[src/rtl/prog_bool_pkg.sv]
`default_nettype none
// ============================================================================
//  Module      : prog_bool_pkg
//  Description : Shared types and helpers for the programmable boolean unit.
//  Revision    : 1.0 - initial release
// ============================================================================
package prog_bool_pkg;

    // Control states for the drain-then-commit table update
    typedef enum logic [1:0] {
        RUN    = 2'd0,
        DRAIN  = 2'd1,
        COMMIT = 2'd2
    } state_t;

    localparam int HITCNT_W = 16;

    // Truth-table width for an n_in-input function
    function automatic int tt_width(input int n_in);
        return 1 << n_in;
    endfunction

endpackage
`default_nettype wire

[src/rtl/prog_bool_lut.sv]
`default_nettype none
// ============================================================================
//  Module      : prog_bool_lut
//  Description : One channel of the boolean unit: truth-table register with a
//                write port and a combinational lookup mux.
//  Revision    : 1.0 - initial release
// ============================================================================
module prog_bool_lut import prog_bool_pkg::*; #(
    parameter int                   N_IN    = 3,
    parameter logic [(2**N_IN)-1:0] TT_INIT = '0
) (
    input  logic                   clk,
    input  logic                   rst_n,
    input  logic                   i_we,
    input  logic [(2**N_IN)-1:0]   i_tt,
    input  logic [N_IN-1:0]        i_idx,
    output logic                   o_bit
);

    localparam int c_tt_w = tt_width(N_IN);

    logic [c_tt_w-1:0] r_tt;

    // Table register: reset image, replaced wholesale on a commit
    always_ff @(posedge clk or negedge rst_n) begin
        if (!rst_n) begin
            r_tt <= TT_INIT;
        end else if (i_we) begin
            r_tt <= i_tt;
        end
    end

    assign o_bit = r_tt[i_idx];

endmodule
`default_nettype wire

[src/rtl/prog_bool_unit.sv]
`default_nettype none
// ============================================================================
//  Module      : prog_bool_unit
//  Description : N_CH programmable boolean functions of an N_IN-bit input,
//                evaluated in a 2-stage valid/ready pipeline. Tables are
//                rewritten only after the pipeline drains, so every sample
//                sees a consistent table set.
//  Options     : PROG_BOOL_HITCNT_EN adds per-channel 16-bit saturating
//                hit counters on output port hit_cnt.
//  Revision    : 1.0 - initial release
// ============================================================================
module prog_bool_unit import prog_bool_pkg::*; #(
    parameter int                   N_IN    = 3,
    parameter int                   N_CH    = 2,
    parameter logic [(2**N_IN)-1:0] TT_INIT = 8'h57
) (
    input  logic                                   clk,
    input  logic                                   rst_n,
    input  logic                                   in_valid,
    output logic                                   in_ready,
    input  logic [N_IN-1:0]                        in_vec,
    output logic                                   out_valid,
    input  logic                                   out_ready,
    output logic [N_CH-1:0]                        out_vec,
    input  logic                                   cfg_we,
    input  logic [((N_CH > 1) ? $clog2(N_CH) : 1)-1:0] cfg_ch,
    input  logic [(2**N_IN)-1:0]                   cfg_tt,
    output logic                                   cfg_ack
`ifdef PROG_BOOL_HITCNT_EN
    ,
    output logic [N_CH*HITCNT_W-1:0]               hit_cnt
`endif
);

    state_t            r_state;
    state_t            w_state_nxt;
    logic              r_s0_valid;
    logic              r_s1_valid;
    logic [N_IN-1:0]   r_s0_vec;
    logic [N_CH-1:0]   r_out_vec;
    logic [N_CH-1:0]   w_lut;
    logic              w_s1_adv;
    logic              w_s0_adv;
    logic              w_accept;
    logic              w_commit;

    // Each stage moves when it is empty or the stage after it moves
    assign w_s1_adv  = !r_s1_valid || out_ready;
    assign w_s0_adv  = !r_s0_valid || w_s1_adv;
    // A pending request closes the input immediately, even before DRAIN
    assign in_ready  = (r_state == RUN) && !cfg_we && w_s0_adv;
    assign w_accept  = in_valid && in_ready;
    assign w_commit  = (r_state == COMMIT);
    assign cfg_ack   = w_commit;
    assign out_valid = r_s1_valid;
    assign out_vec   = r_out_vec;

    // Control state register
    always_ff @(posedge clk or negedge rst_n) begin
        if (!rst_n) begin
            r_state <= RUN;
        end else begin
            r_state <= w_state_nxt;
        end
    end

    // Next state: drain the pipeline, commit for one cycle, resume
    always_comb begin
        w_state_nxt = r_state;
        case (r_state)
            RUN: begin
                if (cfg_we) w_state_nxt = DRAIN;
            end
            DRAIN: begin
                if (!cfg_we) begin
                    w_state_nxt = RUN;
                end else if (!r_s0_valid && !r_s1_valid) begin
                    w_state_nxt = COMMIT;
                end
            end
            COMMIT: begin
                w_state_nxt = RUN;
            end
            default: begin
                w_state_nxt = RUN;
            end
        endcase
    end

    // Two-stage pipeline: S0 holds the index, S1 holds the looked-up result
    always_ff @(posedge clk or negedge rst_n) begin
        if (!rst_n) begin
            r_s0_valid <= 1'b0;
            r_s0_vec   <= '0;
            r_s1_valid <= 1'b0;
            r_out_vec  <= '0;
        end else begin
            if (w_s0_adv) begin
                r_s0_valid <= w_accept;
                if (w_accept) r_s0_vec <= in_vec;
            end
            if (w_s1_adv) begin
                r_s1_valid <= r_s0_valid;
                if (r_s0_valid) r_out_vec <= w_lut;
            end
        end
    end

    for (genvar k = 0; k < N_CH; k++) begin : g_ch
        logic w_we;

        // Out-of-range channel numbers match no channel, so nothing is written
        assign w_we = w_commit && (int'(cfg_ch) == k);

        prog_bool_lut #(
            .N_IN    (N_IN),
            .TT_INIT (TT_INIT)
        ) u_lut (
            .clk   (clk),
            .rst_n (rst_n),
            .i_we  (w_we),
            .i_tt  (cfg_tt),
            .i_idx (r_s0_vec),
            .o_bit (w_lut[k])
        );

`ifdef PROG_BOOL_HITCNT_EN
        logic [HITCNT_W-1:0] r_hit;

        // Saturating count of delivered results with this channel's bit set
        always_ff @(posedge clk or negedge rst_n) begin
            if (!rst_n) begin
                r_hit <= '0;
            end else if (w_we) begin
                r_hit <= '0;
            end else if (out_valid && out_ready && r_out_vec[k] && (r_hit != '1)) begin
                r_hit <= r_hit + HITCNT_W'(1);
            end
        end

        assign hit_cnt[k*HITCNT_W +: HITCNT_W] = r_hit;
`else
        // No hit counters in this build
`endif
    end

endmodule
`default_nettype wire

[config.mk]
export PLATFORM = sky130hd
export DESIGN_NAME = prog_bool_unit
export DESIGN_NICKNAME = d
export VERILOG_FILES = /design/src/rtl/prog_bool_pkg.sv /design/src/rtl/prog_bool_lut.sv /design/src/rtl/prog_bool_unit.sv
export SDC_FILE = /design/constraint.sdc
export NUM_CORES = 1
export LEC_CHECK = 0
export ABC_CLOCK_PERIOD_IN_PS = 2900
export CAP_MARGIN = 10
export CORE_ASPECT_RATIO = 1.4
export CORE_MARGIN = 10
export CORE_UTILIZATION = 31
export CTS_CLUSTER_DIAMETER = 60
export DETAILED_ROUTE_END_ITERATION = 7
export GPL_ROUTABILITY_DRIVEN = 1
export SLEW_MARGIN = 20
export SYNTH_ARGS = -nofsm -noshare
export SYNTH_HDL_FRONTEND = slang
export SYNTH_HIERARCHICAL = 1
export SYNTH_SLANG_ARGS = --single-unit
[constraint.sdc]
create_clock -name clk -period 2.9 [get_ports clk]
set_input_delay 0.29 -clock clk [delete_from_list [all_inputs] [get_ports clk]]
set_output_delay 0.29 -clock clk [all_outputs]
set_load 0.02 [all_outputs]
==> flow_metrics.env, run 1 <==
export IMPL_yosysSeqAreaShare_pct=57.6
export IMPL_startpoint="cfg_we"
export IMPL_drive_gt1_share_pct=40.9
export IMPL_worstMarginPinSlew_ps=780
export IMPL_place_hpwl_um=1570
export IMPL_post_route_period_util_pct=69.1
export IMPL_grtUsageTotal_pct=6.32
export IMPL_layout_min_cycle_time_ps=2000
export IMPL_final_seq_area_um2=638
export IMPL_die_w_um=70.5
export IMPL_holdBufCountCts=0
export IMPL_crit_end="in_ready"
export IMPL_dr_pass1_iters=2
export IMPL_place_area_um2=1370
export IMPL_grt_pass1_vias=715
export IMPL_coreArea_um2=3410
export IMPL_std_cell_rows=25
export IMPL_nets=111
export IMPL_cp_required_ps=2610
export IMPL_n_fill_cell=323
export IMPL_gp_congestion=0.704
export IMPL_drt_total_wl_um=1950
export IMPL_clock_sinks=25
export IMPL_grt_antenna_before_repair=0
export IMPL_regToRegSetupSlack_ps=1100
export IMPL_vias=652
export IMPL_p_leak_nw=0.578
export IMPL_yosysUniqueCellTypes=18
export IMPL_status="complete, but fails checks"
export IMPL_syn_area_um2=1110
export IMPL_violations="hold timing"
export IMPL_crit_type="input pin to output port"
export IMPL_crit_arrival_ps=1710
export IMPL_max_freq_mhz=499
export IMPL_grt_ovfl_total=0
export IMPL_die_h_um=90.8
export IMPL_cp_start_kind="input pin"
export IMPL_report_final_slew_viol_count=0
export IMPL_r2r_end="g_ch[0].u_lut/r_tt[5]"
export IMPL_netlist_instances=69
export IMPL_crit_fanout=2
export IMPL_viasPerCell=4.90
export IMPL_ios=22
export IMPL_die_area_um2=6400
export IMPL_cts_tree="yes"
export IMPL_clock_latency_ps=260
export IMPL_multiInputGateArea_um2=463
export IMPL_clock_path_buffers=2
export IMPL_root_buffer="clkbuf_8"
export IMPL_timing_rr_start="r_state[0]"
export IMPL_max_slew_margin_rel_pct=47.9
export IMPL_synth_nets=86
export IMPL_synth_avg_cell_area_um2=16.1
export IMPL_grt_max_degree=25
export IMPL_rr_worst_depth=3
export IMPL_cp_slowest_stage_delay_ps=590
export IMPL_fin_worst_skew_ps=1.09
export IMPL_crit_top_cell="clkdlybuf4s50_1"
export IMPL_hp_class="input pin to async pin"
export IMPL_drc_errors=0
export IMPL_finalSetupViolations=0
export IMPL_whs_ps=-4.45
export IMPL_grt_pass1_wl_um=3260
export IMPL_ant_nets=0
export IMPL_final_area_um2=1410
export IMPL_drt_initial_drc_count=9
export IMPL_antennaDiodeCount=0
export IMPL_flow_area_growth_from_synthesis_pct=27.1
export IMPL_initial_core_util_pct=32.5
export IMPL_clk_pin_slew_worst_paths_ps=80
export IMPL_ys_seq_elements=25
export IMPL_critical_path_endpoint_type="output port"
export IMPL_setup_tns_ps=0
export IMPL_slowest_stage="clkdlybuf4s50_1"
export IMPL_yosysTopAreaCell="dfrtp_1"
export IMPL_h_tree_depth=1
export IMPL_synth_top_area_share_pct=33.9
export IMPL_power_density_nw_per_um2=839
export IMPL_cts_inserted_buffers=3
export IMPL_peakVddDrop_v=0.000553
export IMPL_path_cells="clkdlybuf4s50_1 > nor3_2 > and2_2 > clkdlybuf4s50_1"
export IMPL_port_buffers=21
export IMPL_cts_setup_buffers=0
export IMPL_cts_resized_gates=0
export IMPL_wl_per_cell_um=14.7
export IMPL_rsz0062_at_grt="false"
export IMPL_maxCapViolations=0
export IMPL_hold_violations=15
export IMPL_ys_warn_count=6
export IMPL_synth_area_leaders="dfrtp_1 34%, dfstp_2 24%, mux2_2 20%"
synthesized netlist by cell type (all sizes together):
master	count
mux2	23
dfrtp	15
dfstp	10
mux4	4
and2	2
clkbuf	2
nand2	2
nand2b	2
nor2b	2
a21oi	1
nand3	1
nand3b	1
nor2	1
nor3	1
nor4b	1
or2b	1
sequential cells by signal, summed over array words and instances, names as in the netlist:
signal           cells
r_s0_valid           1
g_ch.u_lut/r_tt     16
out_vec              2
out_valid            1
r_state              2
r_s0_vec             3
through the flow:
stage	hold slack (ps)	instances	total power [W]	util [%]	setup WS, ps
2_1_floorplan	-5.59	69	0.000869	-	1200
3_3_place_gp	490	129	0.000992	40.1	905
3_5_place_dp	493	129	0.00100	40.1	872
4_1_cts	512	133	0.00121	41.5	866
5_1_grt	24.4	133	0.00126	41.3	821
6_report	-4.45	133	0.00118	41.3	896
report_power, final:
| part | leakage (nW) | switching [W] | internal, W |
|---|---|---|---|
| sequential | 0.290 | 0.0000824 | 0.000544 |
| combinational | 0.265 | 0.000111 | 0.000245 |
| clock | 0.0228 | 0.000101 | 0.0000980 |
layout by cell type (no fill, tap or decap), drive strengths merged:
master         Yosys  layout
nand3b             1       1
or2b               1       1
a21oi              1       1
nor2b              2       2
buf                0       2
mux2              23      23
dfrtp             15      15
dfstp             10      10
and2               2       2
nand2b             2       2
mux4               4       4
nand2              2       2
clkbuf             2       4
nor2               1       1
nand3              1       1
clkdlybuf4s50      0      20
nor3               1       1
nor4b              1       1
worst max-delay path: cells and delay by family:
| family | cells | cell delay, ps |
|---|---|---|
| buffers and inverters | 2 | 1020 |
| and+or+nand+nor | 2 | 400 |
area by class of cell:
type	count	area share [%]
timing repair buffer	22	15.1
sequential	25	45.3
clock buffer	4	3.20
tap	40	3.55
multi-input combinational	42	32.9
worst min-delay path by stage:
stage	cells past startpoint	slack [ps]	from	end
after floorplan	0	-6	rst_n	g_ch[0].u_lut/r_tt[3]
after global placement	1	490	g_ch[0].u_lut/r_tt[3]	g_ch[0].u_lut/r_tt[3]
after detailed placement	1	490	g_ch[1].u_lut/r_tt[3]	g_ch[1].u_lut/r_tt[3]
after CTS	1	510	g_ch[1].u_lut/r_tt[3]	g_ch[1].u_lut/r_tt[3]
after global routing	1	20	rst_n	g_ch[0].u_lut/r_tt[3]
final	1	-4	rst_n	g_ch[0].u_lut/r_tt[5]
logic make-up (layout without fill, tap and decap cells):
group	count (synthesis)	after routing	share of synthesized area [%]
multiplexers	27	27	32.8
flip-flops	25	25	57.6
AND/OR/NAND/NOR	14	14	8.47
buffers and inverters	2	26	0.677
AO/OA/AOI/OAI	1	1	0.451
per-layer routing:
metal | part of all wire [%] | vias up | GRT usage (%)
li1 | - | 304 | -
met1 | 40 | 328 | 6.71
met2 | 53 | 16 | 10.6
met3 | 5.8 | 4 | 2.53
met4 | 1.6 | 0 | 2.91
met5 | 0 | - | 0
No activity file was read; power rests on OpenSTA's default activity.
==> run 2: changes to the inputs <==
--- a/config.mk
+++ b/config.mk
@@ -5,7 +5,7 @@
 export SDC_FILE = /design/constraint.sdc
 export NUM_CORES = 1
 export LEC_CHECK = 0
-export ABC_CLOCK_PERIOD_IN_PS = 2900
+export ABC_CLOCK_PERIOD_IN_PS = 1650
 export CAP_MARGIN = 10
 export CORE_ASPECT_RATIO = 1.4
 export CORE_MARGIN = 10
==> constraint.sdc (replaced) <==
create_clock -name clk -period 1.65 [get_ports clk]
set_input_delay 0.165 -clock clk [delete_from_list [all_inputs] [get_ports clk]]
set_output_delay 0.165 -clock clk [all_outputs]
set_load 0.02 [all_outputs]
==> flow_metrics.env, run 2 (same netlist as run 1, synthesis figures left out) <==
export IMPL_status="finished, final reports clean"
export IMPL_cts_inserted_buffers=3
export IMPL_grt_antenna_before_repair=0
export IMPL_rsz0062_at_grt="true"
export IMPL_die_w_um=70.5
export IMPL_place_hpwl_um=1650
export IMPL_die_area_um2=6400
export IMPL_port_buffers=21
export IMPL_final_util_pct=42.6
export IMPL_clock_sinks=25
export IMPL_std_cell_rows=25
export IMPL_p_leak_nw=0.609
export IMPL_largest_register_ffs=16
export IMPL_clock_path_buffers=2
export IMPL_timing_rr_start="r_s0_vec[0]"
export IMPL_crit_type="flop to flop"
export IMPL_rr_worst_depth=3
export IMPL_hold_violations=0
export IMPL_report_final_slew_viol_count=0
export IMPL_cp_required_ps=1800
export IMPL_drt_initial_drc_count=6
export IMPL_layout_commonest_cell="clkdlybuf4s50_1"
export IMPL_initial_core_util_pct=32.5
export IMPL_viasPerCell=4.68
export IMPL_reg_top3="g_ch.u_lut/r_tt x16, r_s0_vec x3"
export IMPL_cts_setup_buffers=0
export IMPL_layout_min_cycle_time_ps=1590
export IMPL_cp_start_kind="flop"
export IMPL_power_density_nw_per_um2=1480
export IMPL_hp_class="input pin to async pin"
export IMPL_maxCapViolations=0
export IMPL_wl_per_cell_um=15.2
export IMPL_post_route_period_util_pct=96.2
export IMPL_ios=22
export IMPL_grt_pass1_wl_um=3370
export IMPL_critPathTopFamily="multiplexers"
export IMPL_vias=641
export IMPL_die_h_um=90.8
export IMPL_startpoint="r_s0_vec[0]"
export IMPL_ant_nets=0
export IMPL_grtUsageTotal_pct=6.31
export IMPL_antennaDiodeCount=0
export IMPL_drc_errors=0
export IMPL_regToRegSetupSlack_ps=60
export IMPL_flow_area_growth_from_synthesis_pct=31.2
export IMPL_dr_pass1_iters=2
export IMPL_cp_slowest_stage_delay_ps=510
export IMPL_crit_arrival_ps=1740
export IMPL_regMostFlops="g_ch.u_lut/r_tt"
export IMPL_grt_max_degree=26
export IMPL_nets=115
export IMPL_n_fill_cell=324
export IMPL_grt_ovfl_total=0
export IMPL_cts_tree="yes"
export IMPL_drive_gt1_share_pct=48.5
export IMPL_path_buf_inv=0
export IMPL_drt_total_wl_um=2080
export IMPL_max_slew_margin_rel_pct=80.0
export IMPL_root_buffer="clkbuf_8"
export IMPL_setup_tns_ps=0
export IMPL_clock_latency_ps=260
export IMPL_mostFrequentLayoutCells="19 x clkdlybuf4s50_1, 18 x mux2_2, 14 x dfrtp_1"
export IMPL_gp_congestion=0.688
export IMPL_max_freq_mhz=630
export IMPL_path_cells="mux4_2 > mux2_4 > mux2_2"
export IMPL_grt_pass1_vias=766
export IMPL_critical_path_endpoint_type="flop"
export IMPL_peakVddDrop_v=0.000900
export IMPL_clk_pin_slew_worst_paths_ps=80
export IMPL_fin_worst_skew_ps=4.24
export IMPL_worstMarginPinSlew_ps=300
export IMPL_coreArea_um2=3410
export IMPL_crit_fanout=5
export IMPL_slowest_stage="mux4_2"
export IMPL_finalSetupViolations=0
export IMPL_h_tree_depth=1
export IMPL_r2r_end="out_vec[1]"
-- run 2: cell count changes in the layout (fill, tap and decap cells not counted), sizes merged --
| cell | previous run | this run |
|---|---|---|
| buf | 2 | 5 |
| clkdlybuf4s50 | 20 | 19 |
| dlygate4sd2 | 0 | 1 |
| dlymetal6s2s | 0 | 1 |
-- run 2: stage by stage --
| stage | area (um^2) | power (W) | setup WS, ps | std cells | hold slack [ps] |
|---|---|---|---|---|---|
| floorplan | 1110 | 0.00153 | 67.3 | 69 | -131 |
| global placement | 1410 | 0.00175 | -82.5 | 133 | 488 |
| global route | 1450 | 0.00229 | -14.4 | 137 | 281 |
| finish | 1450 | 0.00216 | 63.1 | 137 | 251 |
| detailed placement | 1410 | 0.00178 | -83.8 | 133 | 491 |
| CTS | 1460 | 0.00214 | 0.135 | 137 | 257 |
-- run 2: per-layer routing --
| metal | vias up | track usage, % | share of wire [%] |
|---|---|---|---|
| met1 | 321 | 6.42 | 43 |
| met5 | - | 0 | 0 |
| met4 | 0 | 1.94 | 0 |
| li1 | 307 | - | - |
| met3 | 0 | 2.09 | 3.7 |
| met2 | 13 | 11.6 | 53 |
-- run 2: worst max path at each step --
stage                             to  depth (start not counted)
after floorplan           out_vec[0]                          3
after global placement      in_ready                          4
after detailed placement    in_ready                          4
after CTS                    cfg_ack                          2
after global routing      out_vec[1]                          3
final                     out_vec[1]                          3
-- run 2: final cells by class --
| type | instances | area [um^2] | area share (%) |
|---|---|---|---|
| multi-input combinational | 42 | 458 | 31.5 |
| tap | 40 | 50.0 | 3.44 |
| sequential | 25 | 639 | 44.0 |
| timing repair buffer | 26 | 262 | 18.0 |
| clock buffer | 4 | 45.0 | 3.10 |
-- run 2: repair_timing --
action / in CTS / in global routing
setup endpoints to repair: 3 / 3
hold endpoints to repair: 0 / 0
hold buffers: 0 / 0
resized for setup: 2 / 7
gates cloned: 0 / 0
-- run 2: power by group --
part           switching [W]  total [W]  internal (W)
sequential          0.000183    0.00114      0.000961
clock               0.000174   0.000347      0.000172
combinational       0.000195   0.000668      0.000473
==> run 3: changes to the inputs <==
--- a/config.mk
+++ b/config.mk
@@ -7,12 +7,15 @@
 export LEC_CHECK = 0
 export ABC_CLOCK_PERIOD_IN_PS = 1650
 export CAP_MARGIN = 10
+export CELL_PAD_IN_SITES_DETAIL_PLACEMENT = 1
+export CELL_PAD_IN_SITES_GLOBAL_PLACEMENT = 1
 export CORE_ASPECT_RATIO = 1.4
 export CORE_MARGIN = 10
 export CORE_UTILIZATION = 31
 export CTS_CLUSTER_DIAMETER = 60
 export DETAILED_ROUTE_END_ITERATION = 7
 export GPL_ROUTABILITY_DRIVEN = 1
+export PLACE_DENSITY_LB_ADDON = 0.1
 export SLEW_MARGIN = 20
 export SYNTH_ARGS = -nofsm -noshare
 export SYNTH_HDL_FRONTEND = slang
==> flow_metrics.env, run 3 (same netlist as run 1, synthesis figures left out) <==
export IMPL_status="finished, final reports clean"
export IMPL_grt_ovfl_total=0
export IMPL_rr_worst_depth=3
export IMPL_regToRegSetupSlack_ps=50
export IMPL_post_route_period_util_pct=97.3
export IMPL_dr_wl_met3_um=77
export IMPL_vias=678
export IMPL_power_density_nw_per_um2=1500
export IMPL_cp_start_kind="flop"
export IMPL_path_cells="mux4_2 > mux2_4 > mux2_2"
export IMPL_cts_tree="yes"
export IMPL_worst_path_stages=3
export IMPL_report_final_slew_viol_count=0
export IMPL_initial_core_util_pct=32.5
export IMPL_flow_area_growth_from_synthesis_pct=30.8
export IMPL_clock_sinks=25
export IMPL_finalSetupViolations=0
export IMPL_viasPerCell=4.95
export IMPL_startpoint="r_s0_vec[0]"
export IMPL_drt_met1_wl_um=978
export IMPL_largest_register_ffs=16
export IMPL_crit_type="flop to flop"
export IMPL_worstMarginPinSlew_ps=316
export IMPL_grt_pass1_vias=755
export IMPL_place_area_um2=1410
export IMPL_clock_latency_ps=260
export IMPL_grtUsageTotal_pct=7.38
export IMPL_clock_path_buffers=2
export IMPL_mostFrequentLayoutCells="19 x clkdlybuf4s50_1, 18 x mux2_2, 14 x dfrtp_1"
export IMPL_root_buffer="clkbuf_8"
export IMPL_coreArea_um2=3410
export IMPL_place_hpwl_um=1750
export IMPL_critPathTopFamily="multiplexers"
export IMPL_p_total_w=0.00217
export IMPL_max_freq_mhz=623
export IMPL_path_buf_inv=0
export IMPL_grt_pass1_wl_um=3810
export IMPL_die_h_um=90.8
export IMPL_std_cell_rows=25
export IMPL_timing_rr_start="r_s0_vec[0]"
export IMPL_grt_max_degree=26
export IMPL_ant_nets=0
export IMPL_whs_ps=259
export IMPL_drt_total_wl_um=2340
export IMPL_crit_end="out_vec[1]"
export IMPL_holdBufCountCts=0
export IMPL_crit_arrival_ps=1760
export IMPL_reg_top3="g_ch.u_lut/r_tt x16, r_s0_vec x3"
export IMPL_layout_min_cycle_time_ps=1600
export IMPL_dr_max_layer_used="met4"
export IMPL_antennaDiodeCount=0
export IMPL_hold_violations=0
export IMPL_fin_worst_skew_ps=3.51
export IMPL_ios=22
export IMPL_regMostFlops="g_ch.u_lut/r_tt"
export IMPL_peakVddDrop_v=0.000718
export IMPL_drt_initial_drc_count=7
export IMPL_slowest_stage="mux4_2"
export IMPL_h_tree_depth=1
export IMPL_grt_antenna_before_repair=0
export IMPL_port_buffers=21
export IMPL_max_slew_margin_rel_pct=78.9
export IMPL_gp_congestion=0.705
export IMPL_route_met2_wl_um=1260
export IMPL_maxCapViolations=0
export IMPL_layout_commonest_cell="clkdlybuf4s50_1"
export IMPL_drive_gt1_share_pct=48.5
export IMPL_clk_pin_slew_worst_paths_ps=80
export IMPL_final_area_um2=1450
export IMPL_cp_slowest_stage_delay_ps=520
export IMPL_die_area_um2=6400
export IMPL_dr_pass1_iters=2
export IMPL_die_w_um=70.5
export IMPL_cts_inserted_buffers=3
export IMPL_cp_required_ps=1810
export IMPL_hp_class="input pin to async pin"
export IMPL_critical_path_endpoint_type="flop"
export IMPL_drc_errors=0
export IMPL_rsz0062_at_grt="true"
export IMPL_crit_fanout=5
export IMPL_wl_per_cell_um=17.1
export IMPL_r2r_end="out_vec[1]"
export IMPL_nets=115
export IMPL_p_leak_nw=0.596
-- run 3: power by group --
| group | total, W | switching (W) | internal [W] |
|---|---|---|---|
| Clock | 0.000358 | 0.000185 | 0.000172 |
| Sequential | 0.00115 | 0.000184 | 0.000961 |
| Combinational | 0.000672 | 0.000200 | 0.000472 |
| Total | 0.00217 | 0.000569 | 0.00161 |
-- run 3: metal layers --
metal / up-vias / global-route usage (%)
met5: - / 0
met4: 0 / 3.40
met3: 2 / 1.87
met2: 17 / 12.6
met1: 353 / 8.25
li1: 306 / -
-- run 3: cell type report --
| cell class | instances | area (um^2) |
|---|---|---|
| fillers | 364 | 1960 |
| flip-flops and latches | 25 | 639 |
| multi-input cells | 42 | 458 |
| repair buffers | 26 | 258 |
| well taps | 40 | 50.0 |
| clock buffers | 4 | 45.0 |
-- run 3: through the flow --
| stage | TNS, ps | std cells | util (%) | setup slack (ps) |
|---|---|---|---|---|
| 2_1_floorplan | 0 | 69 | - | 67.3 |
| 3_3_place_gp | -148 | 133 | 41.5 | -58.9 |
| 3_5_place_dp | -182 | 133 | 41.5 | -97.6 |
| 4_1_cts | -29.1 | 137 | 42.8 | -16.7 |
| 5_1_grt | -50.6 | 137 | 42.5 | -33.4 |
| 6_report | 0 | 137 | 42.5 | 45.2 |
-- run 3: how the worst min path moves through the flow --
stage | start | endpoint | slack [ps] | cells after the start
after floorplan | rst_n | g_ch[0].u_lut/r_tt[3] | -130 | 0
after global placement | g_ch[1].u_lut/r_tt[3] | g_ch[1].u_lut/r_tt[3] | 490 | 1
after detailed placement | g_ch[0].u_lut/r_tt[3] | g_ch[0].u_lut/r_tt[3] | 490 | 1
after CTS | rst_n | r_state[0] | 270 | 2
after global routing | rst_n | r_state[1] | 280 | 2
final | rst_n | r_state[1] | 260 | 2
-- run 3: timing repair --
item / in CTS / in global routing
endpoints found under the setup margin: 4 / 2
resized for setup: 3 / 6
setup buffers: 0 / 0
